## src/rtl/spi_dac_pkg.sv

```systemverilog
// -----------------------------------------------------------------------------
// spi_dac_pkg
// Shared definitions for the two-channel SPI DAC sequencer: FSM state
// encoding, frame size, DAC command header bits and the frame builder.
// Optional build macro used by the sequencer: SPI_DAC_CHANGE_DETECT_EN.
// -----------------------------------------------------------------------------
package spi_dac_pkg;

  typedef enum logic [2:0] {
    ST_IDLE,
    ST_SHIFT,
    ST_CS_HOLD,
    ST_LATCH,
    ST_ACK
  } state_e;

  localparam int   FRAME_BITS = 16;
  localparam logic GAIN_1X    = 1'b1;
  localparam logic ACTIVE     = 1'b1;

  // Frame layout: {channel, 0, gain, active, data[7:0], 4'b0000}
  function automatic logic [FRAME_BITS-1:0] build_frame(input logic       chan,
                                                        input logic [7:0] data);
    return {chan, 1'b0, GAIN_1X, ACTIVE, data, 4'h0};
  endfunction

endpackage

```

## src/rtl/spi_dac_rr_arbiter.sv

```systemverilog
// -----------------------------------------------------------------------------
// spi_dac_rr_arbiter
// Two-port round-robin arbiter. Grant is combinational from the requests and
// the priority pointer; the pointer moves to the granted port on `advance`.
// Ports:
//   clk, reset   : clock, asynchronous active-high reset
//   req[1:0]     : requests (bit 0 = port 0, bit 1 = port 1)
//   advance      : a grant is being taken this cycle
//   grant[1:0]   : one-hot grant (zero when no request)
// -----------------------------------------------------------------------------
module spi_dac_rr_arbiter
  import spi_dac_pkg::*;
(
  input  logic       clk,
  input  logic       reset,
  input  logic [1:0] req,
  input  logic       advance,
  output logic [1:0] grant
);

  // last_q = 1 means port 1 was granted last, so port 0 wins the next tie.
  // Resetting it to 1 gives port 0 the first tie.
  logic last_q;
  logic last_d;

  always_comb begin
    grant = 2'b00;
    unique case (req)
      2'b01:   grant = 2'b01;
      2'b10:   grant = 2'b10;
      2'b11:   grant = last_q ? 2'b01 : 2'b10;
      default: grant = 2'b00;
    endcase
  end

  always_comb begin
    last_d = last_q;
    if (advance && (grant != 2'b00)) begin
      last_d = grant[1];
    end
  end

  always_ff @(posedge clk or posedge reset) begin
    if (reset) begin
      last_q <= 1'b1;
    end else begin
      last_q <= last_d;
    end
  end

endmodule

```

## src/rtl/spi_dac_sequencer.sv

```systemverilog
// -----------------------------------------------------------------------------
// spi_dac_sequencer
// Arbitrates two DAC write requesters round-robin, shifts one 16-bit frame
// per grant out over SPI (mode 0, MSB first), pulses LDAC and acknowledges.
// Parameter:
//   HALF_SCLK    : clk cycles per SCLK half period (>= 1)
// Ports:
//   clk, reset   : clock, asynchronous active-high reset
//   req0/data0   : port 0 (trigger reference, DAC channel A), ack0 pulse out
//   req1/data1   : port 1 (vertical offset, DAC channel B), ack1 pulse out
//   cs_n, sclk, mosi, ldac_n : DAC interface
//   busy         : high from the grant cycle through the ack cycle
// Build option:
//   SPI_DAC_CHANGE_DETECT_EN : keep the last written value per channel and
//   acknowledge a repeated value immediately without SPI traffic.
// -----------------------------------------------------------------------------
module spi_dac_sequencer
  import spi_dac_pkg::*;
#(
  parameter int HALF_SCLK = 2
) (
  input  logic       clk,
  input  logic       reset,
  input  logic       req0,
  input  logic [7:0] data0,
  output logic       ack0,
  input  logic       req1,
  input  logic [7:0] data1,
  output logic       ack1,
  output logic       cs_n,
  output logic       sclk,
  output logic       mosi,
  output logic       ldac_n,
  output logic       busy
);

  localparam int DIV_W = (HALF_SCLK > 1) ? $clog2(HALF_SCLK) : 1;
  localparam logic [DIV_W-1:0] DIV_LAST = DIV_W'(HALF_SCLK - 1);

  state_e                state_q, state_d;
  logic [DIV_W-1:0]      div_q, div_d;
  logic [3:0]            bit_q, bit_d;
  logic                  cs_n_q, cs_n_d;
  logic                  sclk_q, sclk_d;
  logic                  mosi_q, mosi_d;
  logic                  ldac_n_q, ldac_n_d;
  logic                  ack0_q, ack0_d;
  logic                  ack1_q, ack1_d;
  logic [FRAME_BITS-1:0] frame_q, frame_d;
  logic                  chan_q, chan_d;

  logic [1:0] grant;
  logic       advance;
  logic       grant_chan;
  logic [7:0] grant_data;
  logic       div_wrap;
  logic       skip;

  assign advance    = (state_q == ST_IDLE) && (req0 || req1);
  assign grant_chan = grant[1];
  assign grant_data = grant[1] ? data1 : data0;
  assign div_wrap   = (div_q == DIV_LAST);

  spi_dac_rr_arbiter u_arb (
    .clk     (clk),
    .reset   (reset),
    .req     ({req1, req0}),
    .advance (advance),
    .grant   (grant)
  );

`ifdef SPI_DAC_CHANGE_DETECT_EN
  logic [7:0] shadow_a_q, shadow_a_d;
  logic [7:0] shadow_b_q, shadow_b_d;

  assign skip = (grant_chan ? shadow_b_q : shadow_a_q) == grant_data;

  // Shadows take the value of a frame that actually reached the DAC.
  always_comb begin
    shadow_a_d = shadow_a_q;
    shadow_b_d = shadow_b_q;
    if ((state_q == ST_LATCH) && div_wrap) begin
      if (chan_q) shadow_b_d = frame_q[11:4];
      else        shadow_a_d = frame_q[11:4];
    end
  end

  always_ff @(posedge clk or posedge reset) begin
    if (reset) begin
      shadow_a_q <= 8'h00;
      shadow_b_q <= 8'h00;
    end else begin
      shadow_a_q <= shadow_a_d;
      shadow_b_q <= shadow_b_d;
    end
  end
`else
  assign skip = 1'b0;
`endif

  always_comb begin
    state_d  = state_q;
    div_d    = div_q;
    bit_d    = bit_q;
    cs_n_d   = cs_n_q;
    sclk_d   = sclk_q;
    mosi_d   = mosi_q;
    ldac_n_d = ldac_n_q;
    ack0_d   = 1'b0;
    ack1_d   = 1'b0;
    frame_d  = frame_q;
    chan_d   = chan_q;

    unique case (state_q)
      ST_IDLE: begin
        if (advance) begin
          frame_d = build_frame(grant_chan, grant_data);
          chan_d  = grant_chan;
          div_d   = '0;
          bit_d   = 4'd15;
          if (skip) begin
            state_d = ST_ACK;
            ack0_d  = ~grant_chan;
            ack1_d  = grant_chan;
          end else begin
            state_d = ST_SHIFT;
            cs_n_d  = 1'b0;
            mosi_d  = frame_d[FRAME_BITS-1];
          end
        end
      end

      // Each bit: sclk low for HALF_SCLK cycles, then high. The next bit is
      // presented on the falling edge; after bit 0 the frame is closed.
      ST_SHIFT: begin
        div_d = div_wrap ? '0 : div_q + DIV_W'(1);
        if (div_wrap) begin
          if (!sclk_q) begin
            sclk_d = 1'b1;
          end else begin
            sclk_d = 1'b0;
            if (bit_q == 4'd0) begin
              state_d = ST_CS_HOLD;
              cs_n_d  = 1'b1;
              mosi_d  = 1'b0;
            end else begin
              bit_d  = bit_q - 4'd1;
              mosi_d = frame_q[bit_q - 4'd1];
            end
          end
        end
      end

      ST_CS_HOLD: begin
        div_d = div_wrap ? '0 : div_q + DIV_W'(1);
        if (div_wrap) begin
          state_d  = ST_LATCH;
          ldac_n_d = 1'b0;
        end
      end

      ST_LATCH: begin
        div_d = div_wrap ? '0 : div_q + DIV_W'(1);
        if (div_wrap) begin
          state_d  = ST_ACK;
          ldac_n_d = 1'b1;
          ack0_d   = ~chan_q;
          ack1_d   = chan_q;
        end
      end

      ST_ACK: begin
        state_d = ST_IDLE;
      end

      default: begin
        state_d = ST_IDLE;
      end
    endcase
  end

  always_ff @(posedge clk or posedge reset) begin
    if (reset) begin
      state_q  <= ST_IDLE;
      div_q    <= '0;
      bit_q    <= 4'd15;
      cs_n_q   <= 1'b1;
      sclk_q   <= 1'b0;
      mosi_q   <= 1'b0;
      ldac_n_q <= 1'b1;
      ack0_q   <= 1'b0;
      ack1_q   <= 1'b0;
    end else begin
      state_q  <= state_d;
      div_q    <= div_d;
      bit_q    <= bit_d;
      cs_n_q   <= cs_n_d;
      sclk_q   <= sclk_d;
      mosi_q   <= mosi_d;
      ldac_n_q <= ldac_n_d;
      ack0_q   <= ack0_d;
      ack1_q   <= ack1_d;
    end
  end

  // Frame data and channel are only meaningful after a grant loads them.
  always_ff @(posedge clk) begin
    frame_q <= frame_d;
    chan_q  <= chan_d;
  end

  assign cs_n   = cs_n_q;
  assign sclk   = sclk_q;
  assign mosi   = mosi_q;
  assign ldac_n = ldac_n_q;
  assign ack0   = ack0_q;
  assign ack1   = ack1_q;
  assign busy   = ~reset & ((state_q != ST_IDLE) | req0 | req1);

endmodule
```

## config.mk

```make
export PLATFORM = sky130hd
export DESIGN_NAME = spi_dac_sequencer
export DESIGN_NICKNAME = d
export VERILOG_FILES = /design/src/rtl/spi_dac_pkg.sv /design/src/rtl/spi_dac_rr_arbiter.sv /design/src/rtl/spi_dac_sequencer.sv
export SDC_FILE = /design/constraint.sdc
export NUM_CORES = 1
export LEC_CHECK = 0
export ABC_AREA = 1
export CAP_MARGIN = 20
export CORE_MARGIN = 4
export CORE_UTILIZATION = 35
export CTS_CLUSTER_DIAMETER = 100
export DETAILED_ROUTE_END_ITERATION = 10
export PLACE_DENSITY = 0.63
export SETUP_SLACK_MARGIN = 0.3
export SLEW_MARGIN = 10
export SYNTH_ARGS = -nofsm -noshare
export SYNTH_HDL_FRONTEND = slang
export SYNTH_SLANG_ARGS = --single-unit
```

## constraint.sdc

```tcl
create_clock -name clk -period 2.11 [get_ports clk]
set_clock_uncertainty 0.2 [all_clocks]
set_input_delay 0.5275 -clock clk [delete_from_list [all_inputs] [get_ports clk]]
set_output_delay 0.5275 -clock clk [all_outputs]
set_load 0.05 [all_outputs]
```

==> impl_metrics.csv <==
group,metric,value,unit
route,drt_iter0_drc,73,
run,max-cap-violations,0,
route,dr_wl_met2,1.522,mm
timing,worst_slew_pin_slew,0.3166,ns
outcome,status,"completed",
global_route,grt.total_usage,13.57,%
placement,port_buffers,26,
global_route,grt_pass1_wl,4.843,mm
global_route,grt.overflow.total,0,
timing,setup_viol,0,
cts,tritoncts,"built",
global_route,antenna_found_initial,0,
critical_path,start_kind,"flop",
critical_path,critical_path_class,"flop to output pin",
floorplanning,start_util,37.00,%
critical_path,reg2regPathDepth,9,
critical_path,slowest_stage,"dfrtp_1",
layout,drive_gt1_share,28.23,%
power,power_density,1604,nW/um^2
critical_path,arrival,1.29,ns
route,vias,1154,
cts,clockBufferDepth,2,
layout,antennaDiodeCount,0,
synthesis,avgSynthCellArea,7.753,sq um
timing,max_freq,494.5,MHz
floorplanning,die_h,68.09,microns
route,viasPerCell,4.525,
route,wl_met1,1.264,mm
route,met3_length,112,microns
critical_path,cp_max_fo,2,
floorplanning,io_pins,27,
floorplanning,die_area,4636,sq um
placement,postPlaceCellArea,1660,sq um
synthesis,netlist-cell-type-count,23,
critical_path,end_kind,"output pin",
cts,clock_sinks,24,
floorplanning,die_w,68.09,microns
layout,syn_to_final_growth,48.32,%
floorplanning,coreArea,3416,sq um
synthesis,synth_nets,184,
layout,nNetsFinal,231,
layout,multi_input_area,576.8,sq um
route,drc_errors,0,
power,p_leak,0.0008859,uW
layout,ff_latch_area,654.4,sq um
timing,rsz0062_at_grt,"yes",
route,wl_per_cell,11.48,microns
placement,place_hpwl,2.095,mm
timing,hold_violations,0,
critical_path,cp_cell_sequence,"nor2_2 -> nand3_2 -> nand2_2 -> clkinvlp_4 -> buf_8",
route,antenna_left,0,
route,wl,2.928,mm
cts,clk_latency,0.32,ns
worst_hold_path,hp-class,"input pin to asynchronous set/reset pin",
global_route,grt_pass1_vias,1139,
cts,cts_max_level,1,
synthesis,ys_ff_latch,24,
timing,period_minus_slack,2.022,ns
global_route,grt_max_degree,16,
critical_path,crit_path_max_incr_delay,0.44,ns
timing,maxSlewViolCount,0,
synthesis,ys_seq_area_share,51.78,%
synthesis,yosys_warnings,0,
synthesis,syn_area,1264,sq um
floorplanning,placementRows,21,
route,drt-pass1-iter-count,4,
timing,worst_slack,0.08773,ns
synthesis,syn_inst,163,
layout,nFillCells,329,
critical_path,crit_required,1.38,ns
route,highest_layer,"met4",
placement,preCtsSetupSlack,-0.1412,ns
cts,numCtsBuffers,3,
cts,clkTransAtPathRegs,0.15,ns
timing,relSlewSlack,78.73,%
power,peakVddDrop,561.8,uV
cts,root_buffer,"clkbuf_4",
timing,period_share,95.84,%
placement,gp_congestion,0.8151,
cts,ctsHoldBuffers,0,
layout,fin_area,1874,sq um
-- Yosys cell counts (all sizes together) --
master / n / share of area, %
nand2: 53 / 16
inv: 29 / 8.6
nor2: 21 / 7.6
o21ai: 14 / 5.8
edfxtp: 9 / 21
nand3: 9 / 3.6
dfrtp: 8 / 16
dfstp: 7 / 15
a21oi: 3 / 1.2
nor3: 3 / 1.2
a31oi: 1 / 0.50
and2: 1 / 0.50
clkbuf: 1 / 0.30
ha: 1 / 0.99
o211ai: 1 / 0.59
or2: 1 / 0.50
xor2: 1 / 0.69
-- cells in the final DEF, fill, tap and decap left out, drive strengths merged --
master	netlist	final
a31oi	1	1
dfrtp	8	8
o21ai	14	14
clkdlybuf4s50	0	16
xor2	1	1
dlygate4sd2	0	1
dfstp	7	7
clkdlybuf4s15	0	2
or2	1	1
clkinvlp	0	2
inv	29	26
nand2	53	53
nor2	21	21
a21oi	3	3
buf	0	24
edfxtp	9	9
and2	1	1
nand3	9	9
clkinv	0	1
o211ai	1	1
nor3	3	3
ha	1	1
clkbuf	1	4
-- cell type report --
class,count,area share [%]
inverter,29,6.609
tap,46,3.071
timing repair buffer,43,22.10
sequential,24,34.91
clock buffer,4,2.537
multi-input combinational,109,30.77
-- metal layers --
layer	vias to the layer above	global-route usage (%)
met5	-	0
met4	0	4.715
met3	2	1.970
met2	33	23.35
met1	514	17.27
li1	605	-
-- flip-flops by register name, summed over array words and instances, names as in the netlist --
register      count
frame_q           8
bit_q             4
state_q           3
ack0              1
ack1              1
chan_q            1
cs_n              1
div_q             1
ldac_n            1
mosi              1
sclk              1
u_arb.last_q      1
-- timing repair --
action | in CTS | in global routing
gates cloned | 0 | 0
gates resized for setup | 15 | 20
pin swaps | 6 | 12
setup endpoints to repair | 7 | 18
endpoints found under the hold margin | 0 | 0
buffers inserted | 6 | 4
-- where the power goes --
group	internal, uW	switching, uW	total [uW]
logic	764	1050	1820
registers	772	121	892
clock network	145	153	298
total	1680	1330	3010
-- worst max-delay path: cells and delay by family (launching register included) --
kind / cells / cell delay (ns)
AND/OR/NAND/NOR: 3 / 0.31
buffers and inverters: 2 / 0.23
flip-flops: 1 / 0.44
-- kinds of logic after synthesis --
| group | Yosys count | share of synthesized area (%) |
|---|---|---|
| AO/OA/AOI/OAI | 19 | 8.119 |
| XOR/XNOR | 1 | 0.6932 |
| adder cells (fa/ha/maj) | 1 | 0.9899 |
| flip-flops | 24 | 51.78 |
| AND/OR/NAND/NOR | 88 | 29.50 |
| buffers and inverters | 30 | 8.911 |
-- path summary, 6_finish.rpt --
kind	slack [ns]	endpoint	from
setup reg to reg	0.29	bit_q[0]$_DFFE_PP1P_	state_q[2]$_DFFE_PP0P_
hold / removal	0.17	sclk$_DFFE_PP0P_	reset
hold reg to reg	0.25	ack0$_DFF_PP0_	chan_q$_DFFE_PP_
max in group asynchronous	1.29	bit_q[0]$_DFFE_PP1P_	reset
min in group clk	0.25	ack0$_DFF_PP0_	chan_q$_DFFE_PP_
setup / recovery	0.09	busy	state_q[2]$_DFFE_PP0P_
-- through the flow --
step	hold slack (ns)	util, %	std cells	total power [uW]	TNS, ns
floorplan	0.1538	-	163	1830	0
global placement	0.2234	48.61	241	2275	-0.4212
detailed placement	0.2333	48.61	241	2326	-0.7398
CTS	0.1807	52.67	251	2787	0
global route	0.1793	54.87	255	3245	-0.008822
finish	0.1731	54.87	255	3006	0
(Power assumes the default switching activity.)
